==> src/rtl/fifo_ctrl_ram.sv <==
// FIFO sequencer for a 2^ADDR_WIDTH x N dual-pointer RAM: turns push/pop into RAM strobes and pointers.
// Latency: write/read strobes are combinational; count/flags/error visible the cycle after the edge; data_valid 1 cycle after read.
// Backpressure: ready_o low in INIT (and ERROR); pushes while full need a same-cycle pop, pops while empty are dropped.
//
// Ports: clk_i, reset_i (async active-high); push_i/pop_i requests; almost_full_th_i/almost_empty_th_i
//        (latched on the INIT->IDLE edge); write_o/read_o/wr_ptr_o/rd_ptr_o drive the RAM;
//        count_o, full_o, empty_o, almost_full_o, almost_empty_o, error_o, data_valid_o, ready_o status.
// Optional macro FIFO_CTRL_STICKY_ERR_EN: overflow/underflow locks the controller in ERROR until reset;
// without it error_o is a one-cycle pulse and the offending request is simply dropped.
module fifo_ctrl_ram #(
    parameter int ADDR_WIDTH = 6
) (
    input  logic                  clk_i,
    input  logic                  reset_i,
    input  logic                  push_i,
    input  logic                  pop_i,
    input  logic [ADDR_WIDTH-1:0] almost_full_th_i,
    input  logic [ADDR_WIDTH-1:0] almost_empty_th_i,
    output logic                  write_o,
    output logic                  read_o,
    output logic [ADDR_WIDTH-1:0] wr_ptr_o,
    output logic [ADDR_WIDTH-1:0] rd_ptr_o,
    output logic [ADDR_WIDTH:0]   count_o,
    output logic                  full_o,
    output logic                  empty_o,
    output logic                  almost_full_o,
    output logic                  almost_empty_o,
    output logic                  error_o,
    output logic                  data_valid_o,
    output logic                  ready_o
);

    localparam logic [1:0] ST_INIT   = 2'd0;
    localparam logic [1:0] ST_IDLE   = 2'd1;
    localparam logic [1:0] ST_ACTIVE = 2'd2;
`ifdef FIFO_CTRL_STICKY_ERR_EN
    localparam logic [1:0] ST_ERROR  = 2'd3;
`endif

    localparam int                  DEPTH_INT = 1 << ADDR_WIDTH;
    localparam logic [ADDR_WIDTH:0]   DEPTH   = DEPTH_INT[ADDR_WIDTH:0];
    localparam logic [ADDR_WIDTH:0]   CNT_ONE = 1;
    localparam logic [ADDR_WIDTH-1:0] PTR_ONE = 1;

    logic [1:0]            state_q, state_d;
    logic [ADDR_WIDTH-1:0] wr_ptr_q, wr_ptr_d;
    logic [ADDR_WIDTH-1:0] rd_ptr_q, rd_ptr_d;
    logic [ADDR_WIDTH:0]   count_q, count_d;
    logic [ADDR_WIDTH-1:0] af_th_q, af_th_d;
    logic [ADDR_WIDTH-1:0] ae_th_q, ae_th_d;
    logic                  full_q, empty_q, af_q, ae_q, error_q, dv_q;
    logic                  error_d;
    logic                  ready;
    logic                  push_acc, pop_acc, overflow, underflow;
    logic [ADDR_WIDTH-1:0] af_th_eff, ae_th_eff;

    assign ready = (state_q == ST_IDLE) || (state_q == ST_ACTIVE);

    // A pop frees the slot a same-cycle push needs, so full only blocks a lone push.
    assign pop_acc   = ready && pop_i && !empty_q;
    assign push_acc  = ready && push_i && (!full_q || pop_acc);
    assign overflow  = ready && push_i && full_q && !pop_acc;
    assign underflow = ready && pop_i && empty_q;

    // Thresholds are being latched on the INIT edge, so the flags computed on
    // that same edge must use the live inputs rather than the stale registers.
    assign af_th_eff = (state_q == ST_INIT) ? almost_full_th_i  : af_th_q;
    assign ae_th_eff = (state_q == ST_INIT) ? almost_empty_th_i : ae_th_q;

    always_comb begin
        wr_ptr_d = push_acc ? wr_ptr_q + PTR_ONE : wr_ptr_q;
        rd_ptr_d = pop_acc  ? rd_ptr_q + PTR_ONE : rd_ptr_q;
        count_d  = count_q;
        if (push_acc && !pop_acc) begin
            count_d = count_q + CNT_ONE;
        end else if (!push_acc && pop_acc) begin
            count_d = count_q - CNT_ONE;
        end
        af_th_d = (state_q == ST_INIT) ? almost_full_th_i  : af_th_q;
        ae_th_d = (state_q == ST_INIT) ? almost_empty_th_i : ae_th_q;

        state_d = state_q;
        case (state_q)
            ST_INIT:   state_d = ST_IDLE;
            ST_IDLE,
            ST_ACTIVE: state_d = (count_d == '0) ? ST_IDLE : ST_ACTIVE;
            default:   state_d = state_q;
        endcase

`ifdef FIFO_CTRL_STICKY_ERR_EN
        error_d = error_q || overflow || underflow;
        if (ready && (overflow || underflow)) begin
            state_d = ST_ERROR;
        end
`else
        error_d = overflow || underflow;
`endif
    end

    always_ff @(posedge clk_i or posedge reset_i) begin
        if (reset_i) begin
            state_q  <= ST_INIT;
            wr_ptr_q <= '0;
            rd_ptr_q <= '0;
            count_q  <= '0;
            af_th_q  <= '0;
            ae_th_q  <= '0;
            full_q   <= 1'b0;
            empty_q  <= 1'b1;
            af_q     <= 1'b0;
            ae_q     <= 1'b1;
            error_q  <= 1'b0;
            dv_q     <= 1'b0;
        end else begin
            state_q  <= state_d;
            wr_ptr_q <= wr_ptr_d;
            rd_ptr_q <= rd_ptr_d;
            count_q  <= count_d;
            af_th_q  <= af_th_d;
            ae_th_q  <= ae_th_d;
            full_q   <= (count_d == DEPTH);
            empty_q  <= (count_d == '0);
            af_q     <= (count_d >= {1'b0, af_th_eff});
            ae_q     <= (count_d <= {1'b0, ae_th_eff});
            error_q  <= error_d;
            dv_q     <= pop_acc;
        end
    end

    assign write_o        = push_acc;
    assign read_o         = pop_acc;
    assign wr_ptr_o       = wr_ptr_q;
    assign rd_ptr_o       = rd_ptr_q;
    assign count_o        = count_q;
    assign full_o         = full_q;
    assign empty_o        = empty_q;
    assign almost_full_o  = af_q;
    assign almost_empty_o = ae_q;
    assign error_o        = error_q;
    assign data_valid_o   = dv_q;
    assign ready_o        = ready;

endmodule

==> config.mk <==
export PLATFORM = sky130hd
export DESIGN_NAME = fifo_ctrl_ram
export DESIGN_NICKNAME = d
export VERILOG_FILES = /design/src/rtl/fifo_ctrl_ram.sv
export SDC_FILE = /design/constraint.sdc
export NUM_CORES = 1
export LEC_CHECK = 0
export BUFFER_PORTS_ARGS = -buffer_cell sky130_fd_sc_hd__buf_4
export CAP_MARGIN = 20
export CORE_MARGIN = 2
export CORE_UTILIZATION = 58
export CTS_CLUSTER_SIZE = 20
export DETAILED_ROUTE_END_ITERATION = 10
export PLACE_DENSITY = 0.84
export SLEW_MARGIN = 20
export SYNTH_ARGS = -nofsm -noshare
export SYNTH_HDL_FRONTEND = slang
export SYNTH_SLANG_ARGS = --single-unit
==> constraint.sdc <==
create_clock -name clk_i -period 4.3 [get_ports clk_i]
set_input_delay 0.645 -clock clk_i [delete_from_list [all_inputs] [get_ports clk_i]]
set_output_delay 0.645 -clock clk_i [all_outputs]
set_load 0.01 [all_outputs]
==> impl_metrics.ini <==
[logic_synthesis]
syn_area_mm2 = 0.002072
synth-edff-count = 0
syn_avg_cell_area_um2 = 11.26
synth_cell_types = 51
yosysTopAreaCell = dfrtp_1
synthFlopType = dfrtp_1
ys_top_cells_by_area = dfrtp_1, ha_1, xnor2_1, mux2_2, mux2i_1
synthesis.nets = 214
syn_inst = 184
yosysSeqAreaShare = 0.4722
synth_top_area_share = 0.4469
yosysWarningCount = 0
synth_seq_cells = 39
synthArstFlopShare = 1.000

[timing]
fmax_ghz = 0.3122
finalSetupViolCount = 0
tightest_slew_ns = 0.7714
post-route-min-period_ns = 3.203
period_share = 0.7450
fin_skew_ns = 0.01600
timing.final.hold_violations = 0
rsz0062_at_grt = false
setup_tns_ns = 0
drv_slew = 0
hold_ws_ns = 0.3989
slew_headroom = 0.4820

[cts]
clk_path_buf_depth = 2
cts_buffers = 5
clk_pin_slew_ns = 0.12
cts_tree = yes
cts.sinks = 39
root_buffer = clkbuf_4
cts_setup_buffers = 0
htreeDepth = 2
cts_resized = 0
cts-hold-fix-buffers = 0
clock_latency_ns = 0.36

[worst_setup_path]
crit_path_end_kind = flip-flop
r2r_slack_ns = 1.10
critical_path.most_common_cell = ha_1
crit_fanout = 8
cp-start-kind = flip-flop
reg2reg_from = state_q[1]
rr_worst_depth = 11
critPathCapture = almost_empty_o
path_cells = inv_1 -> ha_1 -> nand2_1 -> nor3_2 -> a41oi_1 -> xnor2_1 -> ha_1 -> nand4_1 -> or4_1 -> a311o_1 -> o211ai_2
crit_path_top_delay_cell = xnor2_1
critPathArrivalTime_ns = 3.48
path_class = flip-flop to flip-flop
rr_endpoint = almost_empty_o
required_ns = 4.58
max_stage_delay_ns = 0.44
crit_start = state_q[1]

[cells_and_area]
nFillCells = 241
drive_gt1_frac = 0.2974
multi_input_area_mm2 = 0.001002
design_area_mm2 = 0.002509
final_cell_mix = buf_4, dfrtp_1, inv_1
antenna_cells = 0
fin_util = 0.7401
syn_to_final_growth_pct = 21.08
regArea_um2 = 978.4
fin_nets = 261
layout_commonest_cell = buf_4

[global_routing]
overflow = 0
grt_max_degree = 21
antenna_found_initial = 0
busiest_layer = met2
grt_pass1_vias = 1602
met2_usage = 0.3987
use_met1 = 0.2887
grt_pass1_wl_mm = 7.279
grt_use_total = 0.2321
grt_use_met3 = 0.05634

[die]
fp.dieArea_mm2 = 0.004067
die_w_um = 63.77
initial_core_util = 0.6113
core_area_mm2 = 0.003390
die_h_um = 63.77
ioPinCount = 44
rows = 21

[power_and_ir_drop]
peakVddDrop_mv = 0.4447
total_power_uw = 2125
p_leak_uw = 0.001185
pwr_density_cell_mw_per_mm2 = 847.0

[placed_design]
portBuffers = 43
hpwlAfterDp_mm = 3.237
post_dp_cell_area_mm2 = 0.002436
gp_congestion = 0.9488

[drt]
dr.pass1.iters = 4
routed_wl_mm = 4.209
drt_iter0_markers = 80
via_per_inst = 5.547
final_antenna_net_count = 0
post_drt_wl_per_cell_um = 15.14
drc = 0
vias = 1542

[status]
status = finished, final reports clean

[run]
drv_cap = 0

[worst_hold_path]
hold_class = input pin to asynchronous set/reset pin
==> worst min path at each step <==
stage	slack, ns	end	startpoint	cells past startpoint
after floorplan	0.45	ae_th_q[4]	ae_th_q[4]	2
after global placement	0.46	wr_ptr_o[5]	wr_ptr_o[5]	1
after detailed placement	0.46	wr_ptr_o[5]	wr_ptr_o[5]	1
after CTS	0.43	data_valid_o	reset_i	2
after global routing	0.46	error_o	reset_i	2
final	0.40	data_valid_o	reset_i	2
==> area by class of cell <==
| cell class | instances | share of cell area |
|---|---|---|
| Clock buffer | 7 | 0.02594 |
| Clock inverter | 1 | 0.002993 |
| Inverter | 18 | 0.02693 |
| Multi-Input combinational cell | 123 | 0.3995 |
| Sequential cell | 39 | 0.3900 |
| Tap cell | 46 | 0.02294 |
| Timing Repair Buffer | 44 | 0.1317 |
==> through the flow <==
step                      cells  worst slack [ns]
after floorplan             184             1.407
after global placement      270             1.287
after detailed placement    270             1.163
after CTS                   278             1.104
after global routing        278            0.8570
final                       278             1.097
==> report_power, final <==
part           switching, uW  total [uW]  internal, uW
sequential               152         699           548
combinational            622        1200           583
clock                    125         220          95.5
==> kinds of logic after synthesis <==
group,count (synthesis),synth area share
and+or+nand+nor,52,0.1486
DFF,39,0.4722
AOI/OAI and AO/OA,25,0.09904
buffers and inverters,22,0.04408
xor gates and xnor gates,18,0.07972
muxes,14,0.07186
adders and majority gates,14,0.08454
==> worst max-delay path, delay by kind of cell, from the launching register on <==
kind                     cells  cell delay, ns
buffers and inverters        1            0.06
adder cells (fa/ha/maj)      2            0.66
flip-flops                   1            0.39
AO/OA/AOI/OAI                3            0.58
AND/OR/NAND/NOR              4            0.98
XOR/XNOR                     1            0.44
==> flip-flops by register name, summed over array words and instances (netlist names), 2 cells and up <==
register	cells
state_q	2
wr_ptr_o	6
count_o	7
rd_ptr_o	6
ae_th_q	6
af_th_q	6
==> layer usage <==
| layer | part of all wire | vias to the layer above |
|---|---|---|
| met5 | 0 | - |
| met4 | 0.015 | 0 |
| met3 | 0.055 | 7 |
| met2 | 0.51 | 44 |
| met1 | 0.42 | 743 |
| li1 | - | 748 |
==> cells in the mapped netlist, types with 3 or more instances <==
cell / number
nor3_1: 3
xor2_1: 3
mux2i_1: 7
a21oi_1: 3
nor2_1: 7
inv_1: 18
a41oi_1: 3
nand3_1: 3
dfrtp_1: 37
nand2_1: 13
nand4_1: 4
xnor2_1: 14
mux2_2: 7
ha_1: 14
Note: power is estimated with default switching activity, not from simulation.
